--- src/rtl/fp32_add_arbiter.sv ---
// fp32_add_arbiter: round-robin arbiter sharing one pipelined float32 adder between two requesters
//
// Ports:
//   clk, rst_n             clock, asynchronous active-low reset
//   req0_valid/ready/a/b   port 0 request handshake and binary32 operands
//   req1_valid/ready/a/b   port 1 request handshake and binary32 operands
//   rsp0_valid/data        port 0 one-cycle result strobe and sum (zero when idle)
//   rsp1_valid/data        port 1 one-cycle result strobe and sum (zero when idle)
//   add_a, add_b           operands to the shared adder (zero when nothing is granted)
//   add_res                adder result, valid LAT cycles after its operands
//   busy                   any operation in flight
//   inflight               number of operations in flight, 0..LAT
module fp32_add_arbiter #(
    parameter int LAT = 1
) (
    input  logic        clk,
    input  logic        rst_n,
    input  logic        req0_valid,
    output logic        req0_ready,
    input  logic [31:0] req0_a,
    input  logic [31:0] req0_b,
    input  logic        req1_valid,
    output logic        req1_ready,
    input  logic [31:0] req1_a,
    input  logic [31:0] req1_b,
    output logic        rsp0_valid,
    output logic [31:0] rsp0_data,
    output logic        rsp1_valid,
    output logic [31:0] rsp1_data,
    output logic [31:0] add_a,
    output logic [31:0] add_b,
    input  logic [31:0] add_res,
    output logic        busy,
    output logic [3:0]  inflight
);
    // last_grant = 1 means port 1 won most recently, so port 0 wins the next contention
    logic           last_grant;
    logic           grant0;
    logic           grant1;
    logic           xfer;
    logic [LAT-1:0] slot_valid;
    logic [LAT-1:0] slot_id;
    logic           out_valid;
    logic           out_id;
    logic [3:0]     count;

    // The adder is fully pipelined, so granting never depends on occupancy;
    // rst_n gates the grant so nothing is offered while reset is held.
    always_comb begin
        grant0 = rst_n && req0_valid && (!req1_valid || last_grant);
        grant1 = rst_n && req1_valid && (!req0_valid || !last_grant);
        xfer   = grant0 || grant1;
    end

    assign req0_ready = grant0;
    assign req1_ready = grant1;
    assign add_a      = grant0 ? req0_a : grant1 ? req1_a : 32'h0;
    assign add_b      = grant0 ? req0_b : grant1 ? req1_b : 32'h0;

    // Oldest issue slot lines up with add_res for the same operation
    assign out_valid  = slot_valid[LAT-1];
    assign out_id     = slot_id[LAT-1];
    assign rsp0_valid = out_valid && !out_id;
    assign rsp1_valid = out_valid && out_id;
    assign rsp0_data  = rsp0_valid ? add_res : 32'h0;
    assign rsp1_data  = rsp1_valid ? add_res : 32'h0;
    assign inflight   = count;
    assign busy       = count != 4'd0;

    always_ff @(posedge clk or negedge rst_n) begin
        if (!rst_n) begin
            last_grant <= 1'b1;
            slot_valid <= '0;
            slot_id    <= '0;
            count      <= 4'd0;
        end else begin
            slot_valid <= (slot_valid << 1) | LAT'(xfer);
            slot_id    <= (slot_id << 1) | LAT'(grant1);
            if (xfer)
                last_grant <= grant1;
            count <= count + 4'(xfer) - 4'(out_valid);
        end
    end
endmodule

--- config.mk ---
export PLATFORM = sky130hd
export DESIGN_NAME = fp32_add_arbiter
export DESIGN_NICKNAME = d
export VERILOG_FILES = /design/src/rtl/fp32_add_arbiter.sv
export SDC_FILE = /design/constraint.sdc
export NUM_CORES = 1
export LEC_CHECK = 0
export BUFFER_PORTS_ARGS = -buffer_cell sky130_fd_sc_hd__buf_2
export CORE_AREA = 2 2 117 119
export DETAILED_ROUTE_END_ITERATION = 6
export DIE_AREA = 0 0 119 121
export PLACE_DENSITY = 0.48
export SKIP_CTS_REPAIR_TIMING = 1
export SYNTH_ARGS = -nofsm -noshare
export SYNTH_HDL_FRONTEND = slang
export SYNTH_SLANG_ARGS = --single-unit
--- constraint.sdc ---
create_clock -name clk -period 1.7 [get_ports clk]
set_input_delay 0.17 -clock clk [delete_from_list [all_inputs] [get_ports clk]]
set_output_delay 0.17 -clock clk [all_outputs]
set_load 0.01 [all_outputs]
# Word-level counts from Yosys, hierarchy flattened
# Cells that the tools add are included.
dict set report totals {
  reg_bits 7
  in_bits 164
  elab_cells 26
}
dict set report op_classes {
  add_sub_neg 2
  muxes 6
  reduce_logical 14
}
# operator n
set op_table {}
lappend op_table {{$mux W32} 6}
lappend op_table {{$logic_and A1 B1 Y1} 6}
lappend op_table {{$add A4 B1 Y4} 1}
lappend op_table {{$logic_not A1 Y1} 4}
lappend op_table {{$reduce_bool A4 Y1} 1}
lappend op_table {{$sub A4 B1 Y4} 1}
lappend op_table {{$logic_or A1 B1 Y1} 3}

# Depth between registers and ports, before layout
dict set report depth {
  word_depth 6
  ltp_mapped 9
  mapped_depth_nobuf 7
}

# Worst setup path after synthesis
# OpenSTA, ideal clock, no wires.
dict set report synth_path {
  kind {in2reg}
  startpoint {input port req0_valid}
  endpoint {register count[2], in the netlist inflight[2]}
  setup_time_ns 0.123
  arrival_time_ns 1.712
  setup_slack_ns -0.135
  stages 9
  cell_sequence {buf_2 buf_2 o21ai_0 ha_1 inv_1 ha_1 inv_1 fa_1 xnor2_1}
}
dict set report synth_via {
  elab_chain_len 6
}
# item line_no
set synth_rtl {}
lappend synth_rtl {{start, declared} 18} ;# input logic req0_valid,
lappend synth_rtl {{$logic_not A1 Y1} 51} ;# grant1 = rst_n && req1_valid && (!req0_valid || !last_grant);
lappend synth_rtl {{$logic_or A1 B1 Y1} 51}
lappend synth_rtl {{$logic_and A1 B1 Y1} 51}
lappend synth_rtl {{$logic_or A1 B1 Y1 (*)} 52} ;# xfer = grant0 || grant1;
lappend synth_rtl {{$add A4 B1 Y4 (*)} 81} ;# count <= count + 4'(xfer) - 4'(out_valid);
lappend synth_rtl {{$sub A4 B1 Y4 (*)} 81}
lappend synth_rtl {{end signal, assigned} 81}
lappend synth_rtl {{end, declared} 45} ;# logic [3:0] count;
# Mark *: on every way between the ends. The rest lies on a longest branch, timed or not.
# A chain may end at the register's enable or synchronous reset.

# Final worst setup path
dict set report layout_path {
  startpoint {register last_grant}
  endpoint {output port add_a[8]}
}
dict set report layout_via {
  elab_chain_len 5
}
# item line_no
set layout_rtl {}
lappend layout_rtl {{start, declared} 37} ;# logic last_grant;
lappend layout_rtl {{start signal, assigned} 80} ;# last_grant <= grant1;
lappend layout_rtl {{$logic_not A1 Y1} 51}
lappend layout_rtl {{$logic_or A1 B1 Y1} 51}
lappend layout_rtl {{$logic_and A1 B1 Y1} 51}
lappend layout_rtl {{$mux W32} 57} ;# assign add_a = grant0 ? req0_a : grant1 ? req1_a : 32'h0;
lappend layout_rtl {{$mux W32 (*)} 57}
lappend layout_rtl {{end, declared} 30} ;# output logic [31:0] add_a,
# Marked as above.

==> results.md <==
- The floorplan step defined a die boundary enclosing 14400 um2.
- The number of ports placed on the die boundary is 301.
- The synthesized netlist cell count is approximately 270.
- Data arrives at the worst endpoint at ~1.6 ns.
- The final reports fail on negative setup slack.
- Timing analysis after detailed placement gives a worst setup slack of -0.0186 ns.
- The routed length per placed instance is 17.2 um.
- The number of failing hold endpoints at the final stage is 0.
- The first-pass GRT wire length is 16.3 mm.
- The via count of the first global-routing pass came to 3064.
- The area growth from synthesis to layout is 102%.
- The number of different library cells in the post-synthesis netlist is 23.
- The initial antenna violation count was 1.
- In this run the standard cell core region covers 13100 um2.
- The cell area that synthesis handed to floorplanning was ~1900 um2.
- The final net count is 722.
- The worst register-to-register path has a setup slack of approximately 0.090 ns.
- Summed over all layers, the routed wires come to 12.5 mm.
- Synthesis inferred 7 register bits.
- Entering global routing, the biggest net connects between 70 and 80 pins.
- Setup repair after global routing could not meet its margin everywhere.
- In the finished design, the share of the clock period the worst path needs comes to 107%.
- The accumulated negative setup slack is -4.17 ns.
- The critical path is of the register to primary output type.
- The number of nets in the synthesized netlist is 435.
- Buffers inserted during clock tree synthesis total 3.
- For this design the ratio of total power to cell area is 553 nW/um2.
- The path class of the lowest-slack min-delay path is input port to asynchronous set/reset pin.
- The achievable clock frequency is 551 MHz.
- The number of standard cells in the layout, taps in and fillers out is 727.
- The cell leakage power is about 2.2 nW.
- In the post-synthesis netlist, the biggest area contributors are sky130_fd_sc_hd__a32oi_1, sky130_fd_sc_hd__nor2b_1, sky130_fd_sc_hd__and2_1.
- The final number of setup-violating endpoints is 65.
- After filler insertion, the fill cell instance count of the layout stands at 1437.
- The number of optimization iterations in the first detailed-route pass is 4.
- The final worst clock skew is 0.00233 ns.
- Of all cell types, the one taking the most synthesized area is sky130_fd_sc_hd__a32oi_1.
- For this configuration, the core starts out at a cell density of 14.6%.
- The mean cell area of the mapped netlist is 7.22 um2.
- The tree built by TritonCTS fans out to 7 sinks.
- The per-cell via count in the routed design is 4.56.
- The first-iteration detailed-routing DRC count is 90.
- In this run the clock root is driven by a sky130_fd_sc_hd__clkbuf_16.
- The number of pins with negative max-slew slack in the final report is 0.
- The number of placed instances with taps included is around 710.
- Routability-driven placement finished with a final weighted congestion of 0.808.
- The deepest level of the CTS H-tree is 1.
- The minimum clock period is 1.81 ns.
- The data required time of the worst path is 1.53 ns.
- The worst setup path is launched from a register.
- Detailed routing inserted a total of about 3300 vias.
- The latest clock arrival within the worst-skew pair is 0.23 ns.
- The horizontal die dimension is between 100 and 150 um.
- TritonCTS built the clock tree.
- The initialized floorplan defines 42 standard-cell rows.
- In the routed design, unresolved DRC markers number 0.
- The half-perimeter wire length after placement is about 9.1 mm.
- The startpoint identified for the worst register-to-register timing path is out_valid.
- The depth of the most critical reg-to-reg path is 6.
- The highest ir drop seen on vdd is 0.366 mV.
- The number of antenna diodes is 0.
- Final hold analysis gives a worst-case slack of 0.0642 ns.
- The die is 121 um tall.
- The pin slew with the least headroom to its limit is 0.615 ns.
- Yosys printed 0 warnings.
- The flow ran to the end, but the final reports show violations.
- The number of nets with antenna violations after routing is 0.
- Along the worst path, the maximum fanout reaches 14.
- Sequential cells were found to cover 9.22% of the synthesized design area.
- The count of buffers from port buffering is 300.
- The category of the worst setup path capture point is a primary output.
- The fraction of synthesized cell area taken by the top area cell type is between 20% and 30%.
- The global-route congestion overflow total is 0.
- The total global-route track usage is 14.0%.
- The placed standard-cell area is 3600 um2.
- In this run the tightest slew margin relative to its limit is 59.0%.
- Clock-pin slew was measured on the worst setup and hold paths at ~0.04 ns.
- The area of all placed cells without fillers is 3860 um2.
- The tool flagged a number of max-cap violations equal to 0.
- The final setup slack of the worst path is -0.114 ns.
- The longest clock path from root to sink contains 2 buffers.
- The ratio of cells with drive above 1 in the final layout is 59.9%.
- The destination of the worst register-to-register timing path is inflight[2].
==> cells in the final DEF (no fill, tap or decap) <==
cell type and count:
sky130_fd_sc_hd__a21o_1 1, sky130_fd_sc_hd__clkbuf_16 7, sky130_fd_sc_hd__inv_1 8, sky130_fd_sc_hd__nand2b_4 1
sky130_fd_sc_hd__xnor2_1 1, sky130_fd_sc_hd__a31oi_1 1, sky130_fd_sc_hd__ha_1 5, sky130_fd_sc_hd__dfstp_2 1
sky130_fd_sc_hd__buf_12 3, sky130_fd_sc_hd__o21ai_2 1, sky130_fd_sc_hd__nor2_1 1, sky130_fd_sc_hd__a21boi_4 1
sky130_fd_sc_hd__fa_1 1, sky130_fd_sc_hd__a21oi_1 2, sky130_fd_sc_hd__and2_1 34, sky130_fd_sc_hd__buf_2 300
sky130_fd_sc_hd__xor2_1 1, sky130_fd_sc_hd__buf_6 5, sky130_fd_sc_hd__nand2_1 1, sky130_fd_sc_hd__a32oi_1 61
sky130_fd_sc_hd__nor2b_1 64, sky130_fd_sc_hd__and2b_1 1, sky130_fd_sc_hd__clkinv_2 1, sky130_fd_sc_hd__buf_4 7
sky130_fd_sc_hd__a32oi_2 3, sky130_fd_sc_hd__and3_1 33, sky130_fd_sc_hd__dfrtp_1 6
==> critical path, cell delays in order, from the launching register on <==
cell	delay [ns]
sky130_fd_sc_hd__dfstp_2	0.54
sky130_fd_sc_hd__nand2b_4	0.25
sky130_fd_sc_hd__buf_6	0.23
sky130_fd_sc_hd__a32oi_1	0.12
sky130_fd_sc_hd__nor2b_1	0.13
sky130_fd_sc_hd__buf_2	0.14
==> stage by stage <==
stage / utilization [%] / power, W
floorplan: - / 0.00101
global placement: 27.5 / 0.00157
detailed placement: 27.5 / 0.00159
CTS: 28.1 / 0.00202
global route: 29.5 / 0.00232
finish: 29.5 / 0.00213
==> Yosys cell counts <==
cell type                  instances
sky130_fd_sc_hd__a21boi_1          1
sky130_fd_sc_hd__a21o_1            1
sky130_fd_sc_hd__a21oi_1           2
sky130_fd_sc_hd__a31oi_1           1
sky130_fd_sc_hd__a32oi_1          64
sky130_fd_sc_hd__and2_1           34
sky130_fd_sc_hd__and2b_1           1
sky130_fd_sc_hd__and3_1           33
sky130_fd_sc_hd__buf_2            12
sky130_fd_sc_hd__buf_4             4
sky130_fd_sc_hd__clkbuf_1         21
sky130_fd_sc_hd__dfrtp_1           6
sky130_fd_sc_hd__dfstp_2           1
sky130_fd_sc_hd__fa_1              1
sky130_fd_sc_hd__ha_1              5
sky130_fd_sc_hd__inv_1             8
sky130_fd_sc_hd__nand2_1           1
sky130_fd_sc_hd__nand2b_1          1
sky130_fd_sc_hd__nor2_1            1
sky130_fd_sc_hd__nor2b_1          64
sky130_fd_sc_hd__o21ai_0           1
sky130_fd_sc_hd__xnor2_1           1
sky130_fd_sc_hd__xor2_1            1
==> flip-flops by register name, summed over array words and instances, names as in the netlist <==
name / flops
out_valid: 1
last_grant: 1
out_id: 1
inflight: 4
==> layer usage <==
layer	global-route usage [%]	up-vias	part of all wire [%]
met5	0	-	0.10
met4	3.13	2	2.0
met3	2.91	12	7.0
met2	26.1	201	50
met1	16.2	1537	40
li1	-	1564	-
==> where the power goes <==
part	leakage, nW	switching, W	internal, W
Clock	0.0409	0.0000920	0.000309
Sequential	0.0827	0.0000523	0.000236
Combinational	2.11	0.000751	0.000692
Total	2.24	0.000896	0.00124
==> cell families (layout without fill, tap and decap cells) <==
family,Yosys count,count (layout),synth area share (%)
AOI/OAI and AO/OA,70,70,31.2
xor gates and xnor gates,2,2,0.916
adders and majority gates,6,6,4.32
buffers and inverters,45,331,10.4
DFF,7,7,9.22
and+or+nand+nor,135,135,43.9
==> worst max-delay path by stage <==
stage / slack, ns / from / end / cells after the start
2_1_floorplan: 0.001 / req0_valid / inflight[2] / 9
3_3_place_gp: 0.06 / req0_valid / add_a[2] / 6
3_5_place_dp: -0.02 / req0_valid / add_a[2] / 6
4_1_cts: -0.21 / last_grant / add_a[2] / 5
5_1_grt: -0.18 / last_grant / add_a[3] / 5
6_report: -0.11 / last_grant / add_a[8] / 5
==> layout make-up <==
class                   instances  area, um2  share of cell area (%)
flip-flops and latches          7        176                    4.57
multi-input cells             213       1580                    41.0
clock inverters                 1       5.00                   0.130
repair buffers                319       1770                    45.9
clock buffers                   3       75.1                    1.94
inverters                       8       30.0                   0.778
well taps                     176        220                    5.71
Note: power is estimated with default switching activity, not from simulation.
